`config.mk`:
```
export PLATFORM = sky130hd
export DESIGN_NAME = crc_decode_flat
export DESIGN_NICKNAME = d
export VERILOG_FILES = /design/src/rtl/crc_decode_if.sv /design/src/rtl/crc_decode.sv /design/src/flat_wrapper.sv
export SDC_FILE = /design/constraint.sdc
export NUM_CORES = 1
export LEC_CHECK = 0
export CORE_MARGIN = 2
export CORE_UTILIZATION = 58
export DETAILED_ROUTE_END_ITERATION = 8
export PLACE_DENSITY = 0.78
export SLEW_MARGIN = 10
export SYNTH_ARGS = -nofsm -noshare
export SYNTH_HDL_FRONTEND = slang
export SYNTH_SLANG_ARGS = --single-unit
```
`constraint.sdc`:
```
create_clock -name clk -period 1.7 [get_ports clk]
set_input_delay 0.34 -clock clk [delete_from_list [all_inputs] [get_ports clk]]
set_output_delay 0.34 -clock clk [all_outputs]
set_load 0.03 [all_outputs]
```
`src/rtl/crc_decode_if.sv`:
```
// Bus bundle for the serial CRC decoder: bit-stream input side and
// stripped-payload / packet-status output side.
//
// Qualifier semantics: inb is meaningful only in cycles where in_valid and
// recving are both high; there is no backpressure, so the producer never waits.
// outb is meaningful only in cycles where out_valid is high, and the consumer
// must take it in that same cycle.
interface crc_decode_if;
    logic inb;
    logic in_valid;
    logic recving;
    logic pkttype;
    logic abort;
    logic outb;
    logic out_valid;
    logic done;
    logic crc_ok;
    logic crc_err;
    logic len_err;

    modport master (
        output inb, in_valid, recving, pkttype, abort,
        input  outb, out_valid, done, crc_ok, crc_err, len_err
    );

    modport slave (
        input  inb, in_valid, recving, pkttype, abort,
        output outb, out_valid, done, crc_ok, crc_err, len_err
    );
endinterface

```
`src/rtl/crc_decode.sv`:
```
// Serial CRC5/CRC16 packet checker. It strips the trailing CRC from the
// payload through a 16-bit delay line and reports the packet status at the
// end of the packet window.
module crc_decode (
    input  logic               clk,
    input  logic               rst_L,
    crc_decode_if.slave        bus,
    output logic [0:0]         dbg_state_o
);

    typedef enum logic {
        IDLE = 1'b0,
        RECV = 1'b1
    } state_t;

    state_t      state_q;
    logic        crc_type_q;
    logic [15:0] crc_q;
    logic [4:0]  cnt_q;
    logic [15:0] dl_q;
    logic        outb_q;
    logic        out_valid_q;
    logic        done_q;
    logic        crc_ok_q;
    logic        crc_err_q;
    logic        len_err_q;

    logic [15:0] crc_src;
    logic        type_sel;
    logic [15:0] crc_d;
    logic [4:0]  cnt_d;
    logic [15:0] dl_d;
    logic        enough_bits;
    logic        dl_tap;
    logic        long_enough;
    logic        res_match;

    // One LFSR step; the CRC5 form keeps the unused upper bits at zero.
    function automatic logic [15:0] crc_step(input logic [15:0] r, input logic b,
                                             input logic is16);
        logic [15:0] nxt;
        logic        fb;
        if (is16) begin
            fb  = r[15] ^ b;
            nxt = {r[14:0], 1'b0} ^ (fb ? 16'h8005 : 16'h0000);
        end else begin
            fb  = r[4] ^ b;
            nxt = {11'b0, r[3:0], 1'b0} ^ (fb ? 16'h0005 : 16'h0000);
        end
        return nxt;
    endfunction

    // Next-value logic: the start bit shifts into an all-ones register.
    always_comb begin
        crc_src     = (state_q == IDLE) ? 16'hFFFF : crc_q;
        type_sel    = (state_q == IDLE) ? bus.pkttype : crc_type_q;
        crc_d       = crc_step(crc_src, bus.inb, type_sel);
        cnt_d       = (cnt_q >= 5'd17) ? 5'd17 : cnt_q + 5'd1;
        dl_d        = {dl_q[14:0], bus.inb};
        enough_bits = crc_type_q ? (cnt_q >= 5'd16) : (cnt_q >= 5'd5);
        dl_tap      = crc_type_q ? dl_q[15] : dl_q[4];
        long_enough = crc_type_q ? (cnt_q > 5'd16) : (cnt_q > 5'd5);
        res_match   = crc_type_q ? (crc_q == 16'h800D) : (crc_q[4:0] == 5'b01100);
    end

    // Packet FSM with all outputs registered; pulses default low every cycle.
    always_ff @(posedge clk or negedge rst_L) begin
        if (!rst_L) begin
            state_q     <= IDLE;
            crc_type_q  <= 1'b0;
            crc_q       <= 16'hFFFF;
            cnt_q       <= 5'd0;
            dl_q        <= 16'h0000;
            outb_q      <= 1'b0;
            out_valid_q <= 1'b0;
            done_q      <= 1'b0;
            crc_ok_q    <= 1'b0;
            crc_err_q   <= 1'b0;
            len_err_q   <= 1'b0;
        end else begin
            out_valid_q <= 1'b0;
            done_q      <= 1'b0;
            case (state_q)
                IDLE: begin
                    if (bus.recving && bus.in_valid && !bus.abort) begin
                        state_q    <= RECV;
                        crc_type_q <= bus.pkttype;
                        crc_q      <= crc_d;
                        cnt_q      <= 5'd1;
                        dl_q       <= dl_d;
                        crc_ok_q   <= 1'b0;
                        crc_err_q  <= 1'b0;
                        len_err_q  <= 1'b0;
                    end
                end
                RECV: begin
                    if (bus.abort) begin
                        state_q <= IDLE;
                    end else if (!bus.recving) begin
                        state_q   <= IDLE;
                        done_q    <= 1'b1;
                        crc_ok_q  <= long_enough & res_match;
                        crc_err_q <= ~(long_enough & res_match);
                        len_err_q <= ~long_enough;
                    end else if (bus.in_valid) begin
                        crc_q <= crc_d;
                        cnt_q <= cnt_d;
                        dl_q  <= dl_d;
                        if (enough_bits) begin
                            out_valid_q <= 1'b1;
                            outb_q      <= dl_tap;
                        end
                    end
                end
                default: state_q <= IDLE;
            endcase
        end
    end

    assign bus.outb      = outb_q;
    assign bus.out_valid = out_valid_q;
    assign bus.done      = done_q;
    assign bus.crc_ok    = crc_ok_q;
    assign bus.crc_err   = crc_err_q;
    assign bus.len_err   = len_err_q;
    assign dbg_state_o   = state_q;

endmodule

```
`src/flat_wrapper.sv`:
```
// flat-port wrapper written by rule: the top's interface ports become plain ports
module crc_decode_flat 
  (clk, rst_L, dbg_state_o, bus_inb, bus_in_valid, bus_recving, bus_pkttype, bus_abort, bus_outb, bus_out_valid, bus_done, bus_crc_ok, bus_crc_err, bus_len_err);
  crc_decode_if bus_i ();
  input  logic clk;
  input  logic rst_L;
  output logic [0:0] dbg_state_o;
  input wire logic [$bits(bus_i.inb)-1:0] bus_inb;
  input wire logic [$bits(bus_i.in_valid)-1:0] bus_in_valid;
  input wire logic [$bits(bus_i.recving)-1:0] bus_recving;
  input wire logic [$bits(bus_i.pkttype)-1:0] bus_pkttype;
  input wire logic [$bits(bus_i.abort)-1:0] bus_abort;
  output wire logic [$bits(bus_i.outb)-1:0] bus_outb;
  output wire logic [$bits(bus_i.out_valid)-1:0] bus_out_valid;
  output wire logic [$bits(bus_i.done)-1:0] bus_done;
  output wire logic [$bits(bus_i.crc_ok)-1:0] bus_crc_ok;
  output wire logic [$bits(bus_i.crc_err)-1:0] bus_crc_err;
  output wire logic [$bits(bus_i.len_err)-1:0] bus_len_err;
  assign bus_i.inb = bus_inb;
  assign bus_i.in_valid = bus_in_valid;
  assign bus_i.recving = bus_recving;
  assign bus_i.pkttype = bus_pkttype;
  assign bus_i.abort = bus_abort;
  assign bus_outb = bus_i.outb;
  assign bus_out_valid = bus_i.out_valid;
  assign bus_done = bus_i.done;
  assign bus_crc_ok = bus_i.crc_ok;
  assign bus_crc_err = bus_i.crc_err;
  assign bus_len_err = bus_i.len_err;
  crc_decode u_core (.clk(clk), .rst_L(rst_L), .bus(bus_i), .dbg_state_o(dbg_state_o));
endmodule
```
; After elaboration in Yosys (flattened, before gate mapping)
; Index checks and enable logic that the tools add are counted.
[word_totals]
reg_bits = 45
inputBits = 7
output_inout_bits = 7
word_cells = 87
[op_classes]
n_addsub = 1
n_lt_le_gt_ge = 5
n_eq_ne = 7
mux = 47
bitwise_logic = 9
n_reduce_logical = 7
[ops]
columns = op, count
row1 = two-way mux 16 bit, 11
row2 = one-hot mux 16 bit (2 select lines), 2
row3 = two-way mux 5 bit, 5
row4 = two-way mux 1 bit, 23
row5 = equality test 16 bit (second input constant), 1
row6 = bitwise XOR 16 bit, 1
row7 = bitwise XOR 5 x 16 -> 16 bit, 1
row8 = greater-or-equal comparator 5 bit (second input constant), 2
row9 = inequality test 2 bit (second input constant), 5
row10 = one-hot mux 5 bit (2 select lines), 1
row11 = one-hot mux 1 bit (2 select lines), 4
row12 = adder 5 x 1 -> 5 bit (second input constant), 1
row13 = equality test 5 x 4 -> 1 bit (second input constant), 1
row14 = greater-or-equal comparator 5 x 3 -> 1 bit (second input constant), 1
row15 = greater-than comparator 5 x 3 -> 1 bit (second input constant), 1
row16 = greater-than comparator 5 bit (second input constant), 1
row17 = AND reduction 5 bit, 1
row18 = inverter 1 bit, 4
row19 = AND reduction 4 bit, 1
row20 = two-way mux 3 bit, 1
row21 = AND reduction 3 bit, 1
row22 = logical AND 1 bit, 2
row23 = AND reduction 2 bit, 1
row24 = bitwise XOR 1 bit, 2
row25 = other kinds (2), 2

; Logic depth before layout (Yosys ltp)
[logic_depth]
ltp_word = 9
depth_mapped = 6
ltp_nobuf = 6

; Worst setup path after synthesis
; Ideal clock, no wire load.
[synth_path]
path_kind = reg-to-reg
startpoint = register u_core.cnt_q[1]
endpoint = register u_core.outb_q, in the netlist u_core.bus.outb
setup_time_ps = 128
t_arrival_ps = 1486
required_time_ps = 1572
path_slack_ps = 86
stages_incl_launch_ff = 7
n_path_buf = 0
synth_period_minus_slack_ps = 1614
cell_sequence = dfrtp_1 -> inv_1 -> ha_1 -> and4bb_1 -> nor2_1 -> a311oi_2 -> mux2_1
[synth_between]
elab_chain_cells = 3
word_cells_on_any_way = 4
classes_between = order compare (2) / mux (1) / reduce/logical (1)
[synth_rtl]
columns = item, line
row1 = start: declaration, crc_decode.sv:19  ; logic [4:0] cnt_q;
row2 = start signal: assignment, crc_decode.sv:107  ; cnt_q <= cnt_d;
row3 = greater-or-equal comparator 5 x 3 -> 1 bit / greater-or-equal comparator 5 bit (equally long branches), crc_decode.sv:60  ; enough_bits = crc_type_q ? (cnt_q >= 5'd16) : (cnt_q >= 5'd5);
row4 = two-way mux 1 bit (*), crc_decode.sv:60
row5 = AND reduction 5 bit (no line) (*), -
row6 = end signal: assignment, crc_decode.sv:111  ; outb_q <= dl_tap;
row7 = end: declaration, crc_decode.sv:21  ; logic outb_q;
; Mark *: on every way between the ends. The rest lies on a longest branch, timed or not.
; A chain may end at the register's enable or synchronous reset.

; Worst setup path after layout
; Ends and elaborated chain as after synthesis.

==> results.md <==
* Die area at 4210 um^2
* Crit path time final at 1.71 ns
* DRC marker count from the first detailed-route iteration at 79
* Crit-path cells: inv_1, ha_1, and4bb_1, nor2_1, a311oi_2, mux2_1
* CTS Sinks at 45
* Final Skew at 0.00667 ns
* CP max-delay cell: dfrtp_1
* Placed inst area at 2480 um^2
* Yosys warnings at 0
* Post-DRT Antenna Nets at 0
* Grt total ovfl at 0
* Gr usage total at 0.223
* Max Slew Vio Count at 0
* CTS tree: done
* Critical Path Fanout Max at 3
* PD cells at 1090 nW/um^2
* Height of the die at 64.9 um
* Die width at 64.9 um
* Number of placement rows at 22
* Unrepaired setup endpoints after global routing: true
* Proportion of layout cells with a drive suffix above 1 at 0.243
* Ports at 14
* Hold Crit Class: input pin to async pin
* Leak Pwr at 0.00129 uW
* Final worst setup slack at -0.00717 ns
* Synth unique cells at 47
* Area Growth Syn to Fin at 22.3%
* Cell family with most CP delay: flip-flops
* Nets@finish at 264
* Setup tns final at -0.00717 ns
* Final hold vios at 0
* Worst path bufs/invs at 1
* GPL Wtd Cong at 0.891
* Seq/Total Area, Yosys at 0.533
* FILL cells at 274
* Dpl hpwl at 2.86 mm
* H-tree depth at 2
* MaxCap Viol Count at 0
* Crit end category: flop
* Tightest Pin Transition at 0.345 ns
* Clock-pin slew on the worst setup and hold paths at 0.08 ns
* Required time worst endpoint at 1.89 ns
* Max stage delay on crit path at 0.40 ns
* Number of global-route vias before repair at 1586
* Post-route cell area at 2630 um^2
* Post-synth EDFFs at 0
* Mapped Area at 2150 um^2
* Clk_lat worst skew at 0.30 ns
* Register bit total from synthesis at 45
* Via density at 5.40
* Startpoint types: flop
* TritonCTS buffer count at 5
* Initial Util at 0.596
* Async S/R FF share, synth at 1.00
* Critical setup path kind: flop to flop
* Maximum clock frequency at 586 MHz
* DRC violations left at 0
* Worst rel slew slack at 0.767
* # port buffers at 13
* WL/cell at 13.9 um
* Mapped Cells at 222
* Antenna violations before repair at 0
* # Post-CTS Setup Buffers at 0
* CTS Buffer Depth at 2
* Vias at 1636
* Syn Area/Cell at 9.69 um^2
* Dpl ws at -0.199 ns
* Data arrival, critical path at 1.90 ns
* Status: complete, but fails checks
* Top_reg_cell synth: dfrtp_1
* Fin Hold WS at 0.00123 ns
* FF-to-FF setup slack at -0.007 ns
* Peak supply drop at 784 uV
* Syn Nets at 232
* Detailed Routing Iterations Pass 1 at 4
* Final setup violation count at 1
* First-pass GRT wire length at 7.04 mm
* Fin crit share at 1.00
* Root buffer cell: clkbuf_8
* Core Area at 3610 um^2
* Regs by FF count: u_core.crc_q (16), u_core.dl_q (16), u_core.cnt_q (5)
* Number of diodes at 0
* Routed WL at 4.21 mm
* Largest net degree at the start of global routing at 46
* Violated checks: negative setup slack
==> cell usage after synthesis, drive strengths merged, types with 2 or more instances <==
library cell  instances  share of area
nand2                69           0.12
dfrtp                29           0.34
dfstp                16           0.20
nor2b                12          0.035
o31ai                11          0.038
nor2                 10          0.017
o21ai                10          0.023
buf                   6          0.015
clkbuf                6          0.010
inv                   5         0.0087
nand2b                4          0.012
a21oi                 3         0.0070
ha                    3          0.017
mux2                  3          0.016
nor3b                 3          0.013
or4                   3          0.012
a22o                  2         0.0081
a31oi                 2         0.0058
and2b                 2         0.0076
mux2i                 2         0.0093
nand3b                2         0.0070
==> placed cells by master (no fill, tap or decap), types with 2 or more instances in the layout <==
master / count
ha_1: 3
clkdlybuf4s50_1: 9
clkbuf_8: 5
nor2b_1: 12
nand3b_1: 2
o31ai_1: 10
dfrtp_1: 29
buf_4: 23
nor3b_1: 2
buf_12: 2
a22o_1: 2
nand2b_1: 4
nand2_1: 68
a31oi_1: 2
inv_1: 5
mux2i_1: 2
o21ai_0: 9
mux2_2: 2
dlymetal6s2s_1: 2
nor2_1: 10
dfstp_2: 16
a21oi_1: 3
or4_4: 2
==> cell type report <==
class	instances	area (um^2)	share of cell area
Sequential cell	45	1150	0.436
Multi-Input combinational cell	160	966	0.367
Timing Repair Buffer	37	333	0.126
Clock buffer	6	72.6	0.0276
Tap cell	48	60.1	0.0228
Clock inverter	2	35.0	0.0133
Inverter	5	18.8	0.00713
==> where the power goes <==
part / leakage [uW] / switching, uW / internal, uW / total (uW)
Sequential: 0.000557 / 160 / 1280 / 1440
Clock: 0.0000552 / 358 / 436 / 794
Combinational: 0.000674 / 326 / 309 / 634
Total: 0.00129 / 843 / 2030 / 2870
==> final timing paths <==
kind | from | to | depth (start not counted)
setup / recovery | u_core.cnt_q[1]$_DFFE_PN0P_ | u_core.bus.outb$_DFFE_PN0P_ | 6
hold / removal | rst_L | u_core.dl_q[1]$_DFFE_PN0P_ | 2
setup reg to reg | u_core.cnt_q[1]$_DFFE_PN0P_ | u_core.bus.outb$_DFFE_PN0P_ | 6
hold reg to reg | u_core.dl_q[13]$_DFFE_PN0P_ | u_core.dl_q[14]$_DFFE_PN0P_ | 2
max in group asynchronous | rst_L | u_core.crc_q[3]$_DFFE_PN1P_ | 2
min in group clk | u_core.dl_q[13]$_DFFE_PN0P_ | u_core.dl_q[14]$_DFFE_PN0P_ | 2
==> logic make-up after synthesis <==
family / share of synthesized area
simple gates: 0.245
flops: 0.533
compound gates: 0.131
buf+inv: 0.0337
mux: 0.0250
fa+ha+maj: 0.0175
xor+xnor: 0.0145
==> metal layers <==
| metal | track usage | routed length, um | vias to the layer above |
|---|---|---|---|
| li1 | - | - | 811 |
| met1 | 0.273 | 1840 | 792 |
| met2 | 0.370 | 2150 | 28 |
| met3 | 0.0660 | 181 | 5 |
| met4 | 0.0878 | 32 | 0 |
| met5 | 0 | 0 | - |
==> repair_timing <==
item,4_1_cts,5_1_grt
resized for setup,1,8
hold buffers,0,0
pin swaps,1,2
setup endpoints to repair,2,7
==> stage by stage <==
stage               power [uW]  std cells  utilization
finish                    2870        303        0.730
global route              3040        303        0.730
CTS                       2870        303        0.722
detailed placement        2060        295        0.689
global placement          2030        295        0.689
floorplan                 1800        222            -
No activity file was read; power rests on OpenSTA's default activity.
